===== src/rtl/conv_tree_frame_loader.sv =====
// Frame loader feeding conv_tree_serializer: packs WORD_W words into an INPUTS_NUM-bit frame
// and swaps it onto PAR_OUT every FRAME_CYCLES clocks. Macro: CONV_TREE_FRAME_LOADER_UNDERRUN_ZERO_EN.
module conv_tree_frame_loader #(
  parameter int INPUTS_NUM   = 256,
  parameter int WORD_W       = 32,
  parameter int FRAME_CYCLES = 128,
  localparam int WORDS       = INPUTS_NUM / WORD_W,
  localparam int CNT_W       = $clog2(WORDS + 1)
) (
  input  logic                  CLK,
  input  logic                  RESET,
  input  logic [WORD_W-1:0]     IN_DATA,
  input  logic                  IN_VALID,
  output logic                  IN_READY,
  output logic [INPUTS_NUM-1:0] PAR_OUT,
  output logic                  FRAME_START,
  output logic                  UNDERRUN,
  output logic [CNT_W-1:0]      FILL_CNT
);

  localparam int PC_W = (FRAME_CYCLES > 1) ? $clog2(FRAME_CYCLES) : 1;

  typedef enum logic {FILLING, FULL} fill_state_t;

  fill_state_t           state;
  logic [PC_W-1:0]       pcnt;
  logic [INPUTS_NUM-1:0] fill_p0;
  logic [INPUTS_NUM-1:0] frame_p1;
  logic                  vld_p1;
  logic                  underrun_p1;
  logic [CNT_W-1:0]      fill_cnt;
  logic [CNT_W-1:0]      cnt_next;
  logic                  ready_q;
  logic                  boundary;
  logic                  xfer;
  logic                  swap;

  assign boundary = (pcnt == PC_W'(FRAME_CYCLES - 1));
  assign xfer     = IN_VALID && ready_q;
  // The boundary decision uses the start-of-cycle state, so a word finishing the frame
  // in the boundary cycle still counts as an underrun.
  assign swap     = boundary && (state == FULL);

  always_comb begin
    cnt_next = fill_cnt;
    if (swap)
      cnt_next = '0;
    else if (xfer)
      cnt_next = fill_cnt + CNT_W'(1);
  end

  always_ff @(posedge CLK or posedge RESET) begin
    if (RESET) begin
      state       <= FILLING;
      pcnt        <= '0;
      fill_p0     <= '0;
      frame_p1    <= '0;
      vld_p1      <= 1'b0;
      underrun_p1 <= 1'b0;
      fill_cnt    <= '0;
      ready_q     <= 1'b0;
    end else begin
      pcnt        <= boundary ? '0 : pcnt + PC_W'(1);
      vld_p1      <= swap;
      underrun_p1 <= boundary && (state == FILLING);
      fill_cnt    <= cnt_next;
      // Ready is registered from the next count, keeping IN_VALID out of its path.
      ready_q     <= (cnt_next != CNT_W'(WORDS));
      // Fill stage -> frame stage
      if (swap) begin
        frame_p1 <= fill_p0;
        state    <= FILLING;
      end else begin
        if (xfer) begin
          for (int k = 0; k < WORDS; k++) begin
            if (fill_cnt == CNT_W'(k))
              fill_p0[k*WORD_W +: WORD_W] <= IN_DATA;
          end
          if (fill_cnt == CNT_W'(WORDS - 1))
            state <= FULL;
        end
`ifdef CONV_TREE_FRAME_LOADER_UNDERRUN_ZERO_EN
        if (boundary)
          frame_p1 <= '0;
`endif
      end
    end
  end

  assign IN_READY    = ready_q;
  assign PAR_OUT     = frame_p1;
  assign FRAME_START = vld_p1;
  assign UNDERRUN    = underrun_p1;
  assign FILL_CNT    = fill_cnt;

endmodule


===== config.mk =====
export PLATFORM = sky130hd
export DESIGN_NAME = conv_tree_frame_loader
export DESIGN_NICKNAME = d
export VERILOG_FILES = /design/src/rtl/conv_tree_frame_loader.sv
export SDC_FILE = /design/constraint.sdc
export NUM_CORES = 1
export LEC_CHECK = 0
export CAP_MARGIN = 5
export CORE_MARGIN = 3
export CORE_UTILIZATION = 39
export CTS_CLUSTER_DIAMETER = 100
export CTS_CLUSTER_SIZE = 25
export DETAILED_ROUTE_END_ITERATION = 16
export GPL_ROUTABILITY_DRIVEN = 0
export PLACE_DENSITY = 0.61
export SYNTH_ARGS = -nofsm -noshare
export SYNTH_HDL_FRONTEND = slang
export SYNTH_SLANG_ARGS = --single-unit

===== constraint.sdc =====
create_clock -name CLK -period 54.8 [get_ports CLK]
set_clock_uncertainty 0.05 [all_clocks]
set_input_delay 10.96 -clock CLK [delete_from_list [all_inputs] [get_ports CLK]]
set_output_delay 10.96 -clock CLK [all_outputs]
set_load 0.03 [all_outputs]

==> out/results.txt, run 1 <==
outcome -> finished clean
initial antenna violation count -> 0
Max stage delay on crit path -> 0.85 ns
Initial Util -> 39.93%
most frequent cells in the layout -> nand2_1 (773), dfrtp_1 (527), clkdlybuf4s50_1 (297)
GRT busiest layer -> met2
nets@finish -> 1988
setup TNS -> 0 ns
CTS tree -> yes
post-synthesis sequential area ratio -> 66.78%
H-tree levels -> 1
Starting DRT DRC Count -> 786
Final Hold Violating Endpoints -> 0
Residual DRC -> 0
GRT Overall Usage -> 18.34%
Arr. time, crit path -> 14.59 ns
actual slew at the worst max-slew pin -> 1.334 ns
Die ar. -> 53370 um^2
final worst path period need -> 14.03 ns
Clk Tree Root Cell -> clkbuf_16
critical path class -> in2async
largest net degree at the start of global routing -> 184
Final Cycle Share -> 25.60%
post-synth top area share -> 66.78%
ant diodes -> 0
Num Clock Sinks -> 527
Die Width -> 231.0 um
Syn-to-layout area delta -> 21.15%
Critical Path RT -> 55.36 ns
worst-skew pair later-pin latency -> 0.56 ns
Slew Viols, Final -> 0
CP cell instances -> clkdlybuf4s50_1, inv_8, buf_4, buf_4, buf_4
syn_nets -> 1732
average cell area after synthesis -> 11.67 um^2
clock-pin slew on the worst setup and hold paths -> 0.10 ns
DR vias -> 12714
post-layout util -> 48.37%
via/cell ratio -> 4.869
met1 Track Usage GR -> 26.43%
Synth cell types -> 24
fill count -> 4574
setup ws final -> 40.77 ns
Ys Warns -> 0
vias in the first global route -> 13024
RSZ-0062 raised after global routing -> no
number of cell rows -> 81
CP Max Fanout -> 101
flops & latches, synth -> 527
worst slack, placed -> 40.02 ns
I/O pin count -> 298
Clock Path Buffers -> 3
Core ar. -> 49460 um^2
Worst Hold Class -> reg2reg
Antenna Nets Post-Route -> 0
Post-CTS Hold Buffers -> 0
cell repeated most along the worst path -> buf_4
Initial DRT Pass Iterations -> 5
HPWL after DPL -> 31140 um
setup violators final -> 0
Port Buf Inserts -> 297
Die H -> 231.0 um
setup bufs post-CTS -> 0
CP Launch Type -> input pin
Max Cap Violations -> 0
Total Wirelength -> 49110 um
cell count after synthesis -> 1692
met3 usage -> 2.593%
commonest non-fill, non-tap cell in the layout -> nand2_1
met2 Usage GRT -> 29.74%
Lkg Pwr -> 11.80 nW
top post-synthesis cells by area -> dfrtp_1 (67%), nand2_1 (15%), mux2_2 (15%)
mapped cell area -> 19750 um^2
fmax -> 71.27 MHz
relative slew slack -> 11.07%
Routed WL per cell -> 18.81 um
Max IR drop VDD -> 0.02017 mV
first-pass GRT wire length -> 77530 um
pwr dens -> 36.96 nW/um^2
number of CTS-inserted buffers -> 25
Critical Path End Type -> async pin
CP max stage cell -> buf_4
Synth area leader -> dfrtp_1
PostCTS Resize Cnt -> 0
remaining global-route overflow -> 0
share of cells above drive strength 1 -> 15.67%
## synthesized netlist by cell type
cell type and n:
a2111oi_4 1, a21oi_1 1, a22o_1 1, a31oi_1 1, and3_1 1, and4_1 1
buf_1 5, buf_2 36, buf_6 9, clkbuf_1 32, dfrtp_1 527, ha_1 5
inv_1 4, inv_2 1, mux2_2 256, nand2_1 778, nand3_1 8, nand4_1 5
nor2_1 9, nor3_1 1, o21ai_0 2, or4b_2 1, xnor2_1 4, xor2_1 3
## critical path: cells and delay by family
| family | cells | cell delay [ns] |
|---|---|---|
| buffers and inverters | 5 | 3.41 |
## registers in the layout, indices dropped and copies added, names as in the netlist
register,count
FILL_CNT,4
FRAME_START,1
IN_READY,1
PAR_OUT,256
UNDERRUN,1
fill_p0,256
pcnt,7
state,1
## worst paths after layout
check / endpoint / startpoint / cells after the start / slack (ns)
max: fill_p0[214]$_DFFE_PP0P_ / RESET / 5 / 40.77
min: PAR_OUT[216]$_DFFE_PP0P_ / fill_p0[216]$_DFFE_PP0P_ / 2 / 0.41
max reg2reg: PAR_OUT[213]$_DFFE_PP0P_ / pcnt[0]$_DFF_PP0_ / 7 / 50.63
min reg2reg: PAR_OUT[216]$_DFFE_PP0P_ / fill_p0[216]$_DFFE_PP0P_ / 2 / 0.41
max in group CLK: fill_p0[251]$_DFFE_PP0P_ / IN_VALID / 6 / 41.31
min in group asynchronous: PAR_OUT[133]$_DFFE_PP0P_ / RESET / 2 / 10.88
## metal layers
layer | vias to the layer above | part of all wire (%)
li1 | 5866 | -
met1 | 6524 | 47
met2 | 270 | 46
met3 | 54 | 4.6
met4 | 0 | 2.1
met5 | - | 0
## per-stage QoR
stage	area, um^2	hold WS [ns]	total power, mW	std cells
after floorplan	19750	0.3829	0.6498	1692
after global routing	23920	0.4314	0.9342	2611
after CTS	23920	0.4161	0.8964	2611
after global placement	23270	0.3918	0.6809	2585
after detailed placement	23270	0.3970	0.6936	2585
final	23920	0.4085	0.8843	2611
## layout make-up
type	count	area, um^2	area share [%]
tap	664	830.8	3.473
sequential	527	13190	55.13
timing repair buffer	311	3078	12.87
clock inverter	1	30.03	0.1255
inverter	5	33.78	0.1412
multi-input combinational	1078	6137	25.65
clock buffer	25	625.6	2.615
## logic make-up (layout without fill, tap and decap cells)
logic type      count (synthesis)  count (layout)  synth area share, %
compound gates                  6               6               0.2915
xor+xnor                        7               7               0.3105
fa+ha+maj                       5               5               0.3168
buf+inv                        87             342                2.224
flops                         527             527                66.78
mux                           256             256                14.60
simple gates                  804             804                15.47
## power by group
part / internal [mW] / total [mW] / switching, mW
combinational: 0.0927 / 0.153 / 0.0600
clock: 0.0830 / 0.202 / 0.119
sequential: 0.482 / 0.530 / 0.0476
total: 0.658 / 0.884 / 0.226
Note: power is estimated with default switching activity, not from simulation.
==> run 2, diff against run 1 <==
- clock period: 54.8 -> 13.2 ns (I/O delays scaled with it)
==> out/results.txt, run 2 (same netlist as run 1, synthesis figures left out) <==
Port Buf Inserts -> 297
Critical Path RT -> 13.61 ns
Pwr Total -> 3.670 mW
CP Max Fanout -> 18
remaining global-route overflow -> 0
fill count -> 4632
commonest non-fill, non-tap cell in the layout -> nand2_1
worst-skew pair later-pin latency -> 0.57 ns
Arr. time, crit path -> 5.51 ns
Final Cycle Share -> 38.66%
Total Wirelength -> 49150 um
CP Launch Type -> input pin
H-tree levels -> 1
fmax -> 195.9 MHz
number of CTS-inserted buffers -> 25
final worst path period need -> 5.104 ns
placed cell areas -> 23270 um^2
vias in the first global route -> 12994
Core ar. -> 49460 um^2
setup violators final -> 0
largest net degree at the start of global routing -> 177
Lkg Pwr -> 11.79 nW
Antenna Nets Post-Route -> 0
clock-pin slew on the worst setup and hold paths -> 0.10 ns
share of cells above drive strength 1 -> 15.67%
Die H -> 231.0 um
Syn-to-layout area delta -> 21.14%
Die ar. -> 53370 um^2
Post-CTS Hold Buffers -> 0
GRT Overall Usage -> 18.36%
Num Clock Sinks -> 527
most frequent cells in the layout -> nand2_1 (773), dfrtp_1 (527), clkdlybuf4s50_1 (297)
Worst Hold Class -> reg2reg
Clk Tree Root Cell -> clkbuf_16
Starting DRT DRC Count -> 842
Final Hold Violating Endpoints -> 0
critical path class -> in2reg
Critical Path End Type -> register
nets@finish -> 1987
Max Cap Violations -> 0
Initial DRT Pass Iterations -> 5
Residual DRC -> 0
via/cell ratio -> 4.837
RSZ-0062 raised after global routing -> no
Die Width -> 231.0 um
Clock Path Buffers -> 3
Slew Viols, Final -> 0
pwr dens -> 153.4 nW/um^2
Routed WL per cell -> 18.82 um
setup TNS -> 0 ns
relative slew slack -> 22.36%
post-route cell area -> 23920 um^2
number of cell rows -> 81
first-pass GRT wire length -> 77330 um
setup bufs post-CTS -> 0
outcome -> finished clean
Max IR drop VDD -> 0.09958 mV
HPWL after DPL -> 30630 um
DR vias -> 12630
ant diodes -> 0
PostCTS Resize Cnt -> 0
I/O pin count -> 298
actual slew at the worst max-slew pin -> 1.161 ns
Initial Util -> 39.93%
CTS tree -> yes
initial antenna violation count -> 0
## run 2: cell type report
cell class	instances	area (um^2)	area share [%]
clock buffers	25	625.6	2.615
well taps	664	830.8	3.473
repair buffers	310	3083	12.89
multi-input cells	1078	6137	25.66
flip-flops and latches	527	13190	55.13
inverters	5	30.03	0.1255
clock inverters	2	27.53	0.1151
## run 2: power breakdown
group	switching, mW	internal (mW)
Combinational	0.247	0.384
Sequential	0.195	2.00
Clock	0.497	0.344
Total	0.939	2.73
## run 2: metal layers
metal / global-route usage, % / part of all wire, %
met5: 0 / 0
met4: 2.653 / 1.1
met3: 4.376 / 6.4
met2: 29.67 / 47
met1: 25.99 / 46
## run 2: worst paths after layout
| check | startpoint | cells after the start | slack, ns | to |
|---|---|---|---|---|
| worst max register to register | pcnt[0]$_DFF_PP0_ | 7 | 9.12 | PAR_OUT[179]$_DFFE_PP0P_ |
| min in group asynchronous | RESET | 3 | 2.65 | PAR_OUT[198]$_DFFE_PP0P_ |
| worst min-delay path | fill_p0[33]$_DFFE_PP0P_ | 2 | 0.41 | PAR_OUT[33]$_DFFE_PP0P_ |
| max in group asynchronous | RESET | 5 | 8.14 | fill_p0[180]$_DFFE_PP0P_ |
| worst min register to register | fill_p0[33]$_DFFE_PP0P_ | 2 | 0.41 | PAR_OUT[33]$_DFFE_PP0P_ |
| worst max-delay path | IN_VALID | 6 | 8.10 | fill_p0[249]$_DFFE_PP0P_ |
## run 2: stage by stage
stage          std cells  util [%]  hold slack [ns]  worst slack [ns]
6_report            2611     48.37           0.4055             8.096
5_1_grt             2611     48.37           0.4358             7.652
4_1_cts             2611     48.37           0.4116             7.985
3_5_place_dp        2584     47.05           0.3933             7.350
3_3_place_gp        2584     47.05           0.3909             7.381
2_1_floorplan       1692         -           0.3829             3.348
## run 2: critical path, stage by stage
cell and delay (ns):
clkdlybuf4s50_1 0.50, nand2_1 0.20, nor2_1 0.33, nand4_1 0.92, buf_4 0.59, mux2_2 0.31
==> patch: new RTL, settings of run 2 <==
Build with the macro `CONV_TREE_FRAME_LOADER_UNDERRUN_ZERO_EN` defined.
--- a/src/rtl/conv_tree_frame_loader.sv
+++ b/src/rtl/conv_tree_frame_loader.sv
@@ -1,5 +1,7 @@
 // Frame loader feeding conv_tree_serializer: packs WORD_W words into an INPUTS_NUM-bit frame
 // and swaps it onto PAR_OUT every FRAME_CYCLES clocks. Macro: CONV_TREE_FRAME_LOADER_UNDERRUN_ZERO_EN.
+`define CONV_TREE_FRAME_LOADER_UNDERRUN_ZERO_EN
+
 module conv_tree_frame_loader #(
   parameter int INPUTS_NUM   = 256,
   parameter int WORD_W       = 32,
Function: no difference found for any inputs over 10 cycles, from zero or initial values and one cycle with RESET high; that may be too few to reach the edited logic, so the function may still have changed.
==> patch against run 2 <==
Cell count grew 1.3%; clock power rose by 2%; synthesized area grew 8.8%; wire length rose by 11%; power grew 7.2%; sequential cell count unchanged; cell area rose by 5.1%; worst setup slack improved by 0.37 ns; largest power group unchanged.
==> patch: results <==
export IMPL_critical_path_max_fanout=156
export IMPL_outcome="completed"
export IMPL_synth_common_cells="527 x dfrtp_1, 516 x nand2_1, 262 x nand3_1"
export IMPL_min_path_cells=2
export IMPL_synth_edff_count=0
export IMPL_clk_insertion_delay_late_ns=0.59
export IMPL_synthArstFlopShare=1.00
export IMPL_reg2reg_depth=5
export IMPL_synth_area_leaders="dfrtp_1 61%, mux2_4 15%, nand2_1 9.0%"
export IMPL_ys_seq_area_frac=0.614
export IMPL_synth_distinct_cells=31
export IMPL_grt_pass1_vias=13600
export IMPL_syn_nets=1765
export IMPL_max_vdd_ir_drop_mv=0.137
export IMPL_routed_via_density=5.03
export IMPL_worstMarginPinSlew_ns=1.20
export IMPL_hp_start="PAR_OUT[204]"
export IMPL_cp_arrival_ns=5.13
export IMPL_r2r_start="pcnt[2]"
export IMPL_root_buffer="clkbuf_16"
export IMPL_htree_levels=1
export IMPL_hp_class="reg2reg"
export IMPL_r2r_end="PAR_OUT[190]"
export IMPL_final_layout_size_suffix_gt1_frac=0.162
export IMPL_nets=1988
export IMPL_postRouteWirelength_mm=54.6
export IMPL_ys_flop_type="dfrtp_1"
export IMPL_postCtsHoldBufs=0
export IMPL_hpwl_mm=34.3
export IMPL_drtIter0Drc=921
export IMPL_grt_pass1_wl_mm=85.1
export IMPL_regToRegSetupSlack_ns=10.06
export IMPL_placed_area_mm2=0.0245
export IMPL_yosysWarnings=0
export IMPL_grtUsageTotal=0.189
export IMPL_whs_endpoint="PAR_OUT[204]"
export IMPL_grt_max_degree=207
export IMPL_numPortBuffers=297
export IMPL_p_leak_uw=0.0123
## patch: worst max path at each step
stage          startpoint          end  slack (ns)
2_1_floorplan       RESET  FILL_CNT[0]        3.35
3_3_place_gp        RESET        state        7.90
3_5_place_dp        RESET        state        7.83
4_1_cts             RESET        state        8.49
5_1_grt             RESET        state        8.18
6_report            RESET        state        8.47
## patch: final cells by class
| cell class | instances | area (um^2) |
|---|---|---|
| repair buffers | 314 | 3140 |
| clock buffers | 26 | 629 |
| inverters | 4 | 18.8 |
| clock inverters | 3 | 41.3 |
| fillers | 4857 | 29000 |
| flip-flops and latches | 527 | 13200 |
| well taps | 696 | 871 |
| multi-input cells | 1076 | 7260 |
## patch: report_power, final
group	internal [uW]	leakage (uW)	switching, uW
Sequential	2000	0.00689	231
Clock	347	0.000328	508
Combinational	577	0.00509	268
Total	2930	0.0123	1010
## patch: kinds of logic after synthesis
family	Yosys count	share of synthesized area
buf+inv	122	0.0489
simple gates	804	0.159
flops	527	0.614
compound gates	3	0.000757
fa+ha+maj	5	0.00291
mux	256	0.171
xor+xnor	8	0.00326
## patch: routing by layer
| metal | global-route usage | wire, um | vias up | share of wire |
|---|---|---|---|---|
| li1 | - | - | 6117 | - |
| met3 | 0.0241 | 2280 | 41 | 0.042 |
| met4 | 0.0388 | 946 | 0 | 0.017 |
| met1 | 0.288 | 26200 | 6881 | 0.48 |
| met5 | 0 | 0 | - | 0 |
| met2 | 0.292 | 25200 | 269 | 0.46 |
## patch: critical path, cell delays in order
cell	delay, ns
clkdlybuf4s50_1	0.44
clkinvlp_4	0.27
buf_4	0.85
buf_12	0.50
## patch: per-stage QoR
stage	hold slack (ns)	setup slack (ns)	std cells	power (uW)	utilization
detailed placement	0.405	7.83	2617	3110	0.452
global placement	0.402	7.90	2617	3070	0.452
CTS	0.427	8.49	2646	3980	0.465
floorplan	0.388	3.35	1725	2950	-
global route	0.447	8.18	2646	4130	0.465
finish	0.419	8.47	2646	3930	0.465
